==> config.mk <==
export PLATFORM = sky130hd
export DESIGN_NAME = reg_file_2r1w
export DESIGN_NICKNAME = d
export VERILOG_FILES = /design/src/rtl/rv32_pkg.sv /design/src/rtl/rf_word.sv /design/src/rtl/reg_file_2r1w.sv
export SDC_FILE = /design/constraint.sdc
export NUM_CORES = 2
export LEC_CHECK = 0
export BUFFER_PORTS_ARGS = -buffer_cell sky130_fd_sc_hd__buf_4
export CORE_ASPECT_RATIO = 1.1
export CORE_MARGIN = 8
export CORE_UTILIZATION = 45
export DETAILED_ROUTE_END_ITERATION = 7
export SLEW_MARGIN = 20
export SYNTH_ARGS = -nofsm -noshare
export SYNTH_HDL_FRONTEND = slang
export SYNTH_SLANG_ARGS = --single-unit
==> constraint.sdc <==
create_clock -name clk -period 2.26 [get_ports clk]
set_input_delay 0.226 -clock clk [delete_from_list [all_inputs] [get_ports clk]]
set_output_delay 0.226 -clock clk [all_outputs]
set_load 0.005 [all_outputs]
==> src/rtl/rv32_pkg.sv <==
// Shared RV32 definitions for the register file, decoder and forwarding unit.
//   XLEN     : architectural register width
//   NUM_REGS : number of architectural integer registers (x0..x31)
//   ADDR_W   : register index width, clog2(NUM_REGS)
//   ZERO_REG : index of the hardwired-zero register x0
package rv32_pkg;

  localparam int unsigned XLEN     = 32;
  localparam int unsigned NUM_REGS = 32;
  localparam int unsigned ADDR_W   = 5;

  typedef logic [ADDR_W-1:0] reg_idx_t;
  typedef logic [XLEN-1:0]   xword_t;

  localparam reg_idx_t ZERO_REG = 5'd0;

endpackage

==> src/rtl/rf_word.sv <==
// One load-enabled storage word with synchronous active-high reset.
//   clk  : clock, rising edge
//   res  : synchronous active-high reset, clears q to zero (dominates load)
//   load : capture d on the next rising edge
//   d    : data in
//   q    : stored word
module rf_word #(
  parameter int unsigned W = 32
) (
  input  logic         clk,
  input  logic         res,
  input  logic         load,
  input  logic [W-1:0] d,
  output logic [W-1:0] q
);

  // Reset wins over a coincident load.
  always_ff @(posedge clk) begin
    if (res) begin
      q <= '0;
    end else if (load) begin
      q <= d;
    end
  end

endmodule

==> src/rtl/reg_file_2r1w.sv <==
// RV32 integer register file: 32 x XLEN, two combinational read ports,
// one synchronous write port. x0 has no storage and always reads zero.
//   clk      : clock, rising edge
//   res      : synchronous active-high reset, clears x1..x31
//   rs1_addr : read port 1 index      rs1_data : read port 1 data
//   rs2_addr : read port 2 index      rs2_data : read port 2 data
//   wr_en    : write enable           wr_addr  : write index
//   wr_data  : write data
// Build option: define RF_WRITE_BYPASS_EN to forward a same-cycle write to
// the read ports; otherwise a read-during-write returns the old value.
module reg_file_2r1w
  import rv32_pkg::*;
(
  input  logic              clk,
  input  logic              res,
  input  logic [ADDR_W-1:0] rs1_addr,
  input  logic [ADDR_W-1:0] rs2_addr,
  output logic [XLEN-1:0]   rs1_data,
  output logic [XLEN-1:0]   rs2_data,
  input  logic              wr_en,
  input  logic [ADDR_W-1:0] wr_addr,
  input  logic [XLEN-1:0]   wr_data
);

  xword_t regs [NUM_REGS];

  // x0 is a constant; writes to index 0 have nowhere to land.
  assign regs[0] = '0;

  // Storage words x1..x31, each loaded only when addressed.
  for (genvar i = 1; i < NUM_REGS; i++) begin : g_word
    logic load;
    assign load = wr_en && (wr_addr == ADDR_W'(i));

    rf_word #(
      .W (XLEN)
    ) u_word (
      .clk  (clk),
      .res  (res),
      .load (load),
      .d    (wr_data),
      .q    (regs[i])
    );
  end

`ifdef RF_WRITE_BYPASS_EN
  logic byp_ok_c;

  // A write that will actually commit this edge; x0 writes never qualify,
  // so x0 reads stay zero even under bypass.
  assign byp_ok_c = wr_en && !res && (wr_addr != ZERO_REG);
`endif

  // Asynchronous read muxes with optional same-cycle forwarding.
  always_comb begin
    rs1_data = regs[rs1_addr];
    rs2_data = regs[rs2_addr];
`ifdef RF_WRITE_BYPASS_EN
    if (byp_ok_c && (rs1_addr == wr_addr)) begin
      rs1_data = wr_data;
    end
    if (byp_ok_c && (rs2_addr == wr_addr)) begin
      rs2_data = wr_data;
    end
`endif
  end

endmodule

==> results.json <==
{
  "first_global_vias": 44500,
  "cts_max_level": 3,
  "viasPerCell": 6.40,
  "crit_type": "flop to output pin",
  "yosys.cell_count.top_type": "nand2_1",
  "start_kind": "flop",
  "synth_top_family_by_area": "multiplexers",
  "routabilityCongestion": 0.920,
  "post-route-min-period_ns": 2.78,
  "placed_cell_area_mm2": 0.0553,
  "synth-compound-area-share_pct": 13.8,
  "yosys_warnings": 0,
  "r2r-start": "g_word[31].u_word.q[2]$_SDFFE_PP0P_",
  "min-delay-start": "wr_addr[0]",
  "netlist_instances": 5618,
  "cp_cell_sequence": "mux4_2 -> mux4_2 -> mux2_4 -> buf_6",
  "insertion_delay_ns": 0.72,
  "clock-sinks": 992,
  "rr_endpoint": "g_word[31].u_word.q[2]$_SDFFE_PP0P_",
  "synthMuxAreaShare_pct": 25.6,
  "cap_violations": 0,
  "crit_top_cell": "mux4_2",
  "die_h_um": 366,
  "p_per_area_mw_per_mm2": 655,
  "synth_fa_ha_area_share_pct": 0,
  "layout.nets": 5734,
  "initial_utilization_pct": 45.4,
  "groute.usage.overall_pct": 33.7,
  "finalCritPeriodShare_pct": 123,
  "gr-total-overflow": 0,
  "drtAntennaViolNets": 0,
  "synth_nets": 5668,
  "ys_ff_latch": 992,
  "grt_max_degree": 88,
  "syn2layout_area_growth_pct": 20.6,
  "synth_edf_count": 0,
  "cpPeakStageDelay_ns": 0.52,
  "wl_per_cell_um": 29.3,
  "worst_pin_slew_ns": 0.884,
  "max_slew_margin_pct": 41.0,
  "num_vias": 46500,
  "fin_hold_ws_ns": 0.144,
  "numPortBuffers": 113,
  "slew_viol_final": 0,
  "wl_um": 213000,
  "path_max_fanout": 3,
  "drive_gt1_share_pct": 28.0,
  "dp_hpwl_um": 134000,
  "synth_area_mm2": 0.0502,
  "synth_xor_area_share_pct": 0,
  "cts_buffers": 105,
  "yosysTopAreaCell": "dfxtp_1",
  "r2r_setup_slack_ns": 1.43,
  "clkTransAtPathRegs_ns": 0.06,
  "drc": 0,
  "hold_class": "input pin to flop",
  "syn_area_per_cell_um2": 8.93,
  "ys.flop_type": "dfxtp_1",
  "synth_async_sr_flop_share_pct": 0,
  "num_rows": 128,
  "clk_path_buf_depth": 3,
  "holdPathEnd": "g_word[24].u_word.q[5]$_SDFFE_PP0P_",
  "violations": "setup timing",
  "vdd.ir_drop.worst_v": 0.000680,
  "largest_reg_flops": 992,
  "ys_seq_area_share_pct": 39.6,
  "io_pins": 114,
  "synth_top_area_share_pct": 39.6,
  "final_cell_area_mm2": 0.0605,
  "cp_top_family": "multiplexers",
  "synth_simple_gate_area_share_pct": 16.2,
  "cp.required_ns": 2.03,
  "largest_register": "g_word.u_word.q",
  "setup_ws_ns": -0.522,
  "cts_tree": "yes",
  "synth_commonest_cells": "nand2_1, a21oi_1, dfxtp_1",
  "antenna_found_initial": 7,
  "cp-end-kind": "output pin",
  "cts_root_buf": "clkbuf_16",
  "finalSetupViolations": 64,
  "dieArea_mm2": 0.122,
  "whs_path_depth": 5,
  "fin_skew_ns": 0,
  "drt_iter0_markers": 7057,
  "fmax_ghz": 0.360,
  "top_regs": "g_word.u_word.q x992",
  "outcome": "finished, violations left",
  "cpMaxStageDelayCell": "mux4_2",
  "synth_cell_types": 29,
  "p_leak_nw": 20.4,
  "dieWidth_um": 334,
  "worstPathArrival_ns": 2.56,
  "synthTopCellsByArea": "dfxtp_1, mux4_2, nand2_1",
  "reg2regPathDepth": 4,
  "rsz0062_at_grt": "yes",
  "drtPass1Iterations": 8,
  "grt_pass1_wl_um": 309000,
  "path_buf_inv": 1,
  "fp.coreArea_mm2": 0.111,
  "hold_viol": 0,
  "fillers": 9655
}
## tightest hold or removal path, delay by kind of cell
kind	cells	cell delay [ns]
AND/OR/NAND/NOR	2	0.17
buffers and inverters	2	0.37
AO/OA/AOI/OAI	1	0.05
## metrics by stage
| step | instances | setup slack [ns] | TNS [ns] | utilization, % | power [mW] |
|---|---|---|---|---|---|
| 2_1_floorplan | 5618 | -0.0362 | -0.796 | - | 19.9 |
| 3_3_place_gp | 7005 | -0.325 | -14.34 | 49.9 | 21.5 |
| 3_5_place_dp | 7008 | -0.339 | -12.04 | 50.0 | 21.5 |
| 4_1_cts | 7254 | -0.531 | -23.51 | 54.4 | 39.6 |
| 5_1_grt | 7266 | -0.506 | -24.12 | 54.7 | 40.5 |
| 6_report | 7270 | -0.522 | -22.03 | 54.7 | 39.6 |
## final cells by class
cell class | count | area [µm²] | area share, %
sequential | 992 | 20100 | 33.2
multi-input combinational | 4025 | 28700 | 47.5
antenna | 7 | 17.5 | 0.0289
inverter | 1 | 3.75 | 0.00620
clock inverter | 42 | 559 | 0.924
clock buffer | 149 | 3020 | 4.99
tap | 1495 | 1870 | 3.09
timing repair buffer | 559 | 6210 | 10.3
## power breakdown
part	total, mW	internal, mW	switching [mW]
combinational	3.65	1.37	2.28
clock	18.3	10.6	7.69
sequential	17.7	17.6	0.102
## layer usage
metal	GRT usage, %	vias up	share of wire [%]
met5	0	-	0.0061
met4	18.9	2	6.6
met3	8.26	769	13
met2	50.4	3227	43
met1	44.5	22700	37
li1	-	19800	-
## cells in the final DEF, fill, tap and decap left out, types with 4 or more instances in the layout
master / synthesis / layout
buf_6: 3 / 63
a21oi_1: 992 / 992
dfxtp_2: 0 / 195
and2_2: 0 / 16
buf_4: 18 / 327
buf_12: 0 / 128
clkinv_2: 0 / 16
mux2_4: 0 / 33
and2_1: 44 / 30
nor2_4: 0 / 13
mux2i_1: 96 / 94
mux2_2: 96 / 63
mux4_2: 480 / 480
o31ai_2: 0 / 14
o21ai_2: 0 / 29
bufinv_16: 0 / 11
clkinvlp_4: 0 / 7
nor2b_4: 0 / 4
buf_8: 0 / 5
a211oi_1: 32 / 23
nor3_2: 0 / 4
o22ai_1: 32 / 32
o31ai_4: 0 / 16
clkbuf_1: 420 / 21
diode_2: 0 / 7
inv_6: 0 / 4
clkbuf_16: 0 / 105
nand2_2: 0 / 32
a22o_1: 128 / 128
dfxtp_1: 992 / 797
nand2_1: 2017 / 1985
a211oi_2: 0 / 9
dlygate4sd3_1: 0 / 33
clkbuf_8: 0 / 23
## cell families (layout without fill, tap and decap cells)
group                  count (synthesis)  in the layout
multiplexers                         672            672
buffers and inverters                601            751
AND/OR/NAND/NOR                     2105           2105
other                                  0              7
AO/OA/AOI/OAI                       1248           1248
flip-flops                           992            992
## worst max path at each step
stage | startpoint | end | slack, ns | depth (start not counted)
floorplan | rs2_addr[1] | rs2_data[0] | -0.04 | 6
global placement | rs2_addr[0] | rs2_data[14] | -0.32 | 6
detailed placement | rs2_addr[0] | rs2_data[14] | -0.34 | 7
CTS | g_word[7].u_word.q[14]$_SDFFE_PP0P_ | rs2_data[14] | -0.53 | 4
global route | g_word[28].u_word.q[31]$_SDFFE_PP0P_ | rs2_data[31] | -0.51 | 4
finish | g_word[7].u_word.q[14]$_SDFFE_PP0P_ | rs2_data[14] | -0.52 | 4
## timing repair
action | in CTS | in global routing
hold buffers | 33 | 0
endpoints found under the setup margin | 64 | 64
pin swaps | 71 | 25
resized for setup | 327 | 88
buffers inserted | 36 | 12
endpoints found under the hold margin | 992 | 0
(Power assumes the default switching activity.)
